File: src/rtl/term_pkg.sv
// term_pkg: shared entry layout, FSM states and dest-reg widths for the terminate resolve unit.
package term_pkg;
    localparam int TERM_ADDR_W = 16;
    localparam int TERM_ROB_W  = 5;
    localparam int ARCH_DEST_W = 8;
    localparam int PHYS_DEST_W = 10;

    typedef struct packed {
        logic [TERM_ADDR_W-1:0] addr;
        logic [TERM_ROB_W-1:0]  rob;
        logic [ARCH_DEST_W-1:0] arch;
        logic [PHYS_DEST_W-1:0] phys;
        logic                   taken;
    } term_entry_t;

    typedef enum logic [1:0] {ST_IDLE, ST_REDIR, ST_DONE} term_state_t;
endpackage

File: src/rtl/term_fifo.sv
// term_fifo: synchronous FIFO of term_entry_t with flush; head is read combinationally.
module term_fifo
    import term_pkg::*;
#(
    parameter int DEPTH = 4
) (
    input  logic        clk,
    input  logic        rst,
    input  logic        flush,
    input  logic        push,
    input  logic        pop,
    input  term_entry_t din,
    output term_entry_t head,
    output logic        full,
    output logic        empty
);
    localparam int PW = $clog2(DEPTH);

    term_entry_t   mem_q [DEPTH];
    logic [PW-1:0] wr_q, wr_d, rd_q, rd_d;
    logic [PW:0]   cnt_q, cnt_d;
    logic          do_push, do_pop;

    always_comb begin
        do_push = push && !flush;
        do_pop  = pop && !flush && !empty;
        wr_d    = flush ? '0 : wr_q + PW'(do_push);
        rd_d    = flush ? '0 : rd_q + PW'(do_pop);
        cnt_d   = flush ? '0 : cnt_q + (PW+1)'(do_push) - (PW+1)'(do_pop);
    end

    always_ff @(posedge clk) begin
        if (rst) begin
            wr_q  <= '0;
            rd_q  <= '0;
            cnt_q <= '0;
        end else begin
            wr_q  <= wr_d;
            rd_q  <= rd_d;
            cnt_q <= cnt_d;
        end
    end

    always_ff @(posedge clk) begin
        if (do_push) mem_q[wr_q] <= din;
    end

    assign head  = mem_q[rd_q];
    assign full  = cnt_q == (PW+1)'(DEPTH);
    assign empty = cnt_q == '0;
endmodule

File: src/rtl/term_resolve_unit.sv
// term_resolve_unit: buffers resolved terminates, issues fetch redirect (taken) then ROB completion.
// Optional TERM_RESOLVE_STATS_EN adds saturating taken/failed completion counters.
module term_resolve_unit
    import term_pkg::*;
#(
    parameter int DEPTH  = 4,
    parameter int ADDR_W = 16,
    parameter int ROB_W  = 5
) (
    input  logic                   clk,
    input  logic                   rst,
    input  logic [ADDR_W-1:0]      result_addr,
    input  logic                   result_valid,
    input  logic                   term_failed,
    output logic                   result_ready,
    input  logic [ROB_W-1:0]       rob_entry_in,
    input  logic [ARCH_DEST_W-1:0] arch_dest_in,
    input  logic [PHYS_DEST_W-1:0] phys_dest_in,
    input  logic                   flush,
    output logic                   redir_valid,
    output logic [ADDR_W-1:0]      redir_addr,
    input  logic                   redir_ready,
    output logic                   done_valid,
    output logic [ROB_W-1:0]       done_rob,
    output logic                   done_taken,
    output logic [ARCH_DEST_W-1:0] done_arch,
    output logic [PHYS_DEST_W-1:0] done_phys,
`ifdef TERM_RESOLVE_STATS_EN
    output logic [15:0]            stat_taken,
    output logic [15:0]            stat_failed,
`endif
    input  logic                   done_ready
);
    term_entry_t in_e, head;
    logic        full, empty, pop;

    term_state_t            state_q, state_d;
    logic                   redir_valid_q, redir_valid_d;
    logic [ADDR_W-1:0]      redir_addr_q, redir_addr_d;
    logic                   done_valid_q, done_valid_d;
    logic [ROB_W-1:0]       done_rob_q, done_rob_d;
    logic                   done_taken_q, done_taken_d;
    logic [ARCH_DEST_W-1:0] done_arch_q, done_arch_d;
    logic [PHYS_DEST_W-1:0] done_phys_q, done_phys_d;

    always_comb begin
        in_e.addr  = result_addr;
        in_e.rob   = rob_entry_in;
        in_e.arch  = arch_dest_in;
        in_e.phys  = phys_dest_in;
        in_e.taken = result_valid;
    end

    term_fifo #(.DEPTH(DEPTH)) u_fifo (
        .clk   (clk),
        .rst   (rst),
        .flush (flush),
        .push  (result_valid | term_failed),
        .pop   (pop),
        .din   (in_e),
        .head  (head),
        .full  (full),
        .empty (empty)
    );

    // Completion fields are latched when the head is first seen and held until popped.
    always_comb begin
        state_d       = state_q;
        redir_valid_d = redir_valid_q;
        redir_addr_d  = redir_addr_q;
        done_valid_d  = done_valid_q;
        done_rob_d    = done_rob_q;
        done_taken_d  = done_taken_q;
        done_arch_d   = done_arch_q;
        done_phys_d   = done_phys_q;
        pop           = 1'b0;
        if (flush) begin
            state_d       = ST_IDLE;
            redir_valid_d = 1'b0;
            done_valid_d  = 1'b0;
        end else begin
            case (state_q)
                ST_IDLE: if (!empty) begin
                    state_d       = head.taken ? ST_REDIR : ST_DONE;
                    redir_valid_d = head.taken;
                    redir_addr_d  = head.addr;
                    done_valid_d  = !head.taken;
                    done_rob_d    = head.rob;
                    done_taken_d  = head.taken;
                    done_arch_d   = head.taken ? head.arch : '0;
                    done_phys_d   = head.taken ? head.phys : '0;
                end
                ST_REDIR: if (redir_ready) begin
                    state_d       = ST_DONE;
                    redir_valid_d = 1'b0;
                    done_valid_d  = 1'b1;
                end
                ST_DONE: if (done_ready) begin
                    pop          = 1'b1;
                    state_d      = ST_IDLE;
                    done_valid_d = 1'b0;
                end
                default: state_d = ST_IDLE;
            endcase
        end
    end

    always_ff @(posedge clk) begin
        if (rst) begin
            state_q       <= ST_IDLE;
            redir_valid_q <= 1'b0;
            redir_addr_q  <= '0;
            done_valid_q  <= 1'b0;
            done_rob_q    <= '0;
            done_taken_q  <= 1'b0;
            done_arch_q   <= '0;
            done_phys_q   <= '0;
        end else begin
            state_q       <= state_d;
            redir_valid_q <= redir_valid_d;
            redir_addr_q  <= redir_addr_d;
            done_valid_q  <= done_valid_d;
            done_rob_q    <= done_rob_d;
            done_taken_q  <= done_taken_d;
            done_arch_q   <= done_arch_d;
            done_phys_q   <= done_phys_d;
        end
    end

    assign result_ready = !full;
    assign redir_valid  = redir_valid_q;
    assign redir_addr   = redir_addr_q;
    assign done_valid   = done_valid_q;
    assign done_rob     = done_rob_q;
    assign done_taken   = done_taken_q;
    assign done_arch    = done_arch_q;
    assign done_phys    = done_phys_q;

`ifdef TERM_RESOLVE_STATS_EN
    logic [15:0] stat_taken_q, stat_taken_d, stat_failed_q, stat_failed_d;

    always_comb begin
        stat_taken_d  = (pop && head.taken && stat_taken_q != '1) ? stat_taken_q + 16'd1 : stat_taken_q;
        stat_failed_d = (pop && !head.taken && stat_failed_q != '1) ? stat_failed_q + 16'd1 : stat_failed_q;
    end

    always_ff @(posedge clk) begin
        if (rst) begin
            stat_taken_q  <= '0;
            stat_failed_q <= '0;
        end else begin
            stat_taken_q  <= stat_taken_d;
            stat_failed_q <= stat_failed_d;
        end
    end

    assign stat_taken  = stat_taken_q;
    assign stat_failed = stat_failed_q;
`endif
endmodule

File: config.mk
export PLATFORM = sky130hd
export DESIGN_NAME = term_resolve_unit
export DESIGN_NICKNAME = d
export VERILOG_FILES = /design/src/rtl/term_pkg.sv /design/src/rtl/term_fifo.sv /design/src/rtl/term_resolve_unit.sv
export SDC_FILE = /design/constraint.sdc
export NUM_CORES = 1
export LEC_CHECK = 0
export ABC_AREA = 1
export CAP_MARGIN = 20
export CORE_MARGIN = 2
export CORE_UTILIZATION = 53
export CTS_BUF_LIST = sky130_fd_sc_hd__clkbuf_8
export CTS_CLUSTER_DIAMETER = 60
export CTS_CLUSTER_SIZE = 14
export DETAILED_ROUTE_END_ITERATION = 12
export PLACE_DENSITY = 0.79
export SLEW_MARGIN = 25
export SYNTH_ARGS = -nofsm -noshare
export SYNTH_HDL_FRONTEND = slang
export SYNTH_SLANG_ARGS = --single-unit
File: constraint.sdc
create_clock -name clk -period 3.8 [get_ports clk]
set_input_delay 0.57 -clock clk [delete_from_list [all_inputs] [get_ports clk]]
set_output_delay 0.57 -clock clk [all_outputs]
set_load 0.03 [all_outputs]
Yosys cells after proc, flatten, opt, wreduce, memory -nomap -nowiden:

Memory sizes are Yosys's and may differ from the RTL's. A register that Yosys moved wholly into a read port is not among the register bits.
Cells that the tools add are included.

* add/sub/neg operators: 4
* $mul: 0
* div/mod/pow operators: 0
* order comparisons: 0
* equality and inequality tests: 6
* shift-type cells: 0
* muxes and demuxes: 20
* bitwise operators: 3
* reduce and logical (&&, ||, !) cells: 16

Operators by type and width (count)
* 1-bit two-way mux: 10
* 10-bit two-way mux: 1
* 2-bit two-way mux: 5
* 3-bit AND reduction: 3
* 8-bit two-way mux: 1
* 2-bit != test, second input constant: 3
* 2-bit case mux with 3 select lines: 1
* 2-bit by 1-bit adder with 2-bit output: 2
* 1-bit zero test: 4
* 4-bit AND reduction: 1
* 3-bit by 1-bit adder with 3-bit output: 1
* 3-bit == test, second input constant: 1
* 1-bit logical AND: 3
* 3-bit zero test: 1
* 1-bit case mux with 3 select lines: 1
* 3-bit nonzero test: 1
* 3-bit by 1-bit subtractor with 3-bit output: 1
* 2-bit by 1-bit == test with 1-bit output, second input constant: 1
* 2-bit == test, second input constant: 1
* 2-bit zero test: 1
* 1-bit inverter: 2
* 1-bit case mux with 2 select lines: 1
* 2-bit nonzero test: 1
* 2-bit OR reduction: 1
* 1-bit bitwise OR: 1

* bits in registers: 51
* bits in latches: 0
* RAM bits: 160
* memory bits (read-only): 0
* bits of input ports: 46
* output and inout bits: 43
* logic and storage cells: 61
* memories kept: 1

Memory list
* u_fifo.mem_q: words 4, bits a word 40, read ports 1, clocked after memory_dff 1, write ports 1, RTL line term_fifo.sv:19 `term_entry_t mem_q [DEPTH];`

Longest topological paths before layout:

* word-level depth: 7
* mapped depth: 13
* depth with buffers taken out: 13

By module:

Synthesis repeated with hierarchy kept, for this count alone.

* cells, all modules: 676
* area total of the unflattened synthesis: 8102.8 um2

Modules (own cells, without submodules)
* term_fifo: times used 1, cells each 442, area an instance 6303.5 um2
* term_resolve_unit: times used 1, cells each 234, area an instance 1799.2 um2

Worst setup path before layout:

No wires, ideal clock.

* path type: input port to flip-flop
* start: in flush
* end: mem u_fifo.mem_q[0][0] in the netlist's numbering, enable pin
* setup time: 0.487 ns
* data arrival time: 3.570 ns
* data required time: 3.313 ns
* path slack: -0.258 ns
* stages: 3
* path buffers: 0
* path through: inv_1 o21ai_0 nor3_1

* word-level cells in the longest chain between the ends: 4

Ends and longest elaborated chain
* start, declared: RTL line term_resolve_unit.sv:19 `input logic flush,`
* 1-bit zero test: RTL line term_fifo.sv:25 `do_push = push && !flush;`
* 1-bit logical AND: RTL line term_fifo.sv:25
* 1-bit two-way mux: RTL line term_fifo.sv:45 `if (do_push) mem_q[wr_q] <= din;`
* 1-bit two-way mux (implied by the code): RTL line term_fifo.sv:45
* end, declared: RTL line term_fifo.sv:19

Every way passes these cells.

Worst setup path after layout:

* start: in result_valid
* end: reg u_fifo.cnt_q[1]

* word-level cells in the longest chain between the ends: 4

Ends and longest elaborated chain
* start, declared: RTL line term_resolve_unit.sv:13 `input logic result_valid,`
* 1-bit bitwise OR: RTL line term_resolve_unit.sv:58 `.push (result_valid | term_failed),`
* 1-bit logical AND: RTL line term_fifo.sv:25
* 3-bit by 1-bit adder with 3-bit output: RTL line term_fifo.sv:29 `cnt_d = flush ? '0 : cnt_q + (PW+1)'(do_push) - (PW+1)'(do_pop);`
* 3-bit by 1-bit subtractor with 3-bit output: RTL line term_fifo.sv:29
* end signal, assigned: RTL line term_fifo.sv:40 `cnt_q <= cnt_d;`
* end, declared: RTL line term_fifo.sv:21 `logic [PW:0] cnt_q, cnt_d;`

Every way passes these cells.
A chain may end at the register's enable or synchronous reset.

==> summary.txt <==
Outcome
  – Status: complete, no violations

Floorplanning
  – Die height: ~130 um
  – Number of primary I/O pins: between 80 and 90
  – Horizontal die dimension: approximately 130 um
  – Row count: 45
  – Die outline area: 16510 um2
  – Starting utilization of the core area: 54.23%
  – CORE AREA: 15150 um2

STA
  – Aggregate negative setup slack: 0 ns
  – Worst rel slew slack: 47.16%
  – Worst Max-Slew Pin Slew: 0.7843 ns
  – Min cycle time layout: 2.300 ns
  – Final critical-path share of the clock period: 60.51%
  – Highest clock rate: 434.9 MHz
  – Final Worst Setup Slack: 1.500 ns
  – RSZ-0062 raised after global routing: no
  – Final-report setup violation count: 0
  – Min Hold Slack: 0.4704 ns
  – Hold Violations, Final: 0
  – Clk_skew: 0.02739 ns
  – Slew Limit Fails: 0

Power
  – Leak: 3.350 nW
  – Power Dens Cells: 429.6 nW/um2
  – Worst VDD drop: 0.2924 mV

Synth
  – Instance count of the mapped netlist: between 600 and 700
  – Unique masters post-synth: 31
  – Async S/R FF share, synth: 0%
  – Synthesized area divided by synthesized cell count: about 12 um2
  – Biggest area contributors in the synthesized netlist: edfxtp_1, dfxtp_1, nand2_1
  – Synthesized flop and latch total: 211
  – Most instantiated library cell after synthesis: edfxtp_1
  – Commonest cells in the netlist: edfxtp_1, nand2_1, nor2_1
  – EDFF count, synth: 160
  – Cell taking the most area after synthesis: edfxtp_1
  – Mapped Nets: 749
  – Synthesis warning total: 0
  – Area share of the largest cell type after synthesis: 58.50%
  – Fraction of the yosys area taken by sequential cells: between 70% and 80%
  – Post-synth top flop: edfxtp_1
  – Synthesized cell area: 8213 um2

Clocking
  – CTS-repair resized insts: 0
  – Post-CTS Hold Fix Bufs: 0
  – Clock Sinks: between 200 and 250
  – Clock transition at the register clock pins on the worst setup and hold paths after CTS: 0.09 ns
  – TritonCTS buffer count: 19
  – Count of buffers added by post-CTS timing repair for setup: 0
  – Clock Latency Late Sink: 0.52 ns
  – H-tree depth: 1
  – CTS tree: built
  – Maximum clock insertion buffer count: 3
  – Root buf cell: clkbuf_8

Drt
  – Via-per-instance ratio: around 5.5
  – Detail-routed net length per standard cell: 17.27 um
  – Count of nets left with antenna violations after detail routing: 0
  – Initial drt markers: 425
  – DRC viols: 0
  – Detailed-routing iteration count for the pre-antenna-repair pass: 5
  – DRT Wirelength: 16830 um
  – Vias after detailed routing: ~5300

Critical path
  – Kind of end point of the critical path: flip-flop
  – Category of the most critical setup path: primary input to flip-flop
  – Crit path top cell by count: inv_1
  – Kind of cell with the highest combined delay on the critical path: buffers and inverters
  – Critical Path Source Type: primary input
  – CP Cell Sequence: clkdlybuf4s50_1, o21ai_0, inv_1, ha_1, inv_1, fa_1, nor2_1
  – Worst path required time: 4.23 ns
  – Delay of the slowest critical-path stage: 0.67 ns
  – Number of buffers and inverters on the critical path: 3
  – Biggest fanout along the worst timing path: 5
  – Cell with the largest stage delay on the worst path: o21ai_0
  – Data arrival at the endpoint of the critical path: 2.73 ns

GRT
  – Total global-route track usage: 20.57%
  – Number of antenna violations at the first check in global routing: 0
  – Final global-route overflow total: 0
  – Number of global-route vias before repair: 5376
  – First-pass GRT wire length: 26580 um
  – Maximum number of pins on one net before global-route repair: 81

Finish
  – Number of diodes: 0
  – Finished Core Util: 62.96%
  – Layout Nets: 828
  – Layout cell share with drive strength beyond 1: 9.784%
  – Area growth from synthesis to layout: 16.10%

Placed design
  – Post-detailed-placement half-perimeter wirelength: 9753 um
  – Final weighted congestion in routability-driven placement: 0.7785
  – Number of port buffers: between 80 and 90
  – Worst slack, placed: 0.9791 ns

Hold path
  – Worst min-delay path category: flip-flop to flip-flop

Run
  – Maxcap violations: 0
registers in the layout, indices dropped and copies added, names as in the netlist, 2 cells and up:
register,flops
done_arch,8
done_phys,10
done_rob,5
redir_addr,16
state_q,2
u_fifo.cnt_q,3
u_fifo.mem_q,160
u_fifo.rd_q,2
u_fifo.wr_q,2
worst reg2reg max path: cells and delay by family (launching register included):
family                 cells  cell delay [ns]
AND/OR/NAND/NOR            5             0.81
AO/OA/AOI/OAI              1             0.16
flip-flops                 1             0.66
buffers and inverters      1             0.59
per-stage QoR:
step	power [mW]	cells	cell area, um2
final	4.096	975	9535
after global routing	4.235	975	9535
after CTS	4.132	975	9535
after detailed placement	2.887	941	9180
after global placement	2.876	941	9180
after floorplan	2.755	695	8213
layout make-up:
class,instances,area [um2]
flip-flops and latches,211,5828
fillers,1135,5610
multi-input cells,420,2069
repair buffers,97,948.4
clock buffers,19,261.5
well taps,188,235.2
inverters,25,98.84
clock inverters,15,93.84
worst paths after layout:
kind / from / depth (start not counted) / endpoint / slack [ns]
max: result_valid / 7 / u_fifo.cnt_q[1] / 1.50
min reg2reg: done_phys[2] / 2 / done_phys[2] / 0.47
min: done_phys[2] / 2 / done_phys[2] / 0.47
max reg2reg: u_fifo.rd_q[0] / 7 / done_phys[8] / 1.52
per-layer routing:
layer	global-route usage, %	vias up	part of all wire (%)
li1	-	2567	-
met1	27.56	2552	44
met2	34.45	189	47
met3	3.160	33	6.1
met4	7.498	0	2.2
met5	0	-	0
where the power goes:
group / total [mW] / switching [mW] / internal (mW)
Combinational: 0.279 / 0.168 / 0.111
Sequential: 2.55 / 0.0199 / 2.53
Clock: 1.26 / 0.716 / 0.546
Total: 4.10 / 0.905 / 3.19
cells by family after synthesis:
logic type                 after synthesis  share of synthesized area (%)
buffers and inverters                   64                          4.113
xor gates and xnor gates                 3                         0.3200
DFF                                    211                          70.93
AOI/OAI and AO/OA                      146                          9.628
adders and majority gates                8                          1.310
and+or+nand+nor                        263                          13.70
layout by cell type (no fill, tap or decap), drive strengths merged:
cell type,netlist,routed
bufinv,0,1
nor2,115,115
dfxtp,51,51
xnor2,3,3
clkinv,1,1
nand4,1,1
buf,28,9
or2,2,2
fa,1,1
edfxtp,160,160
o22ai,21,21
ha,7,7
nand3,26,26
o21ai,101,101
nor3,4,4
clkdlybuf4s50,0,88
a21oi,24,24
inv,24,37
clkinvlp,0,1
nand2,115,115
clkbuf,11,19
(Power assumes the default switching activity.)
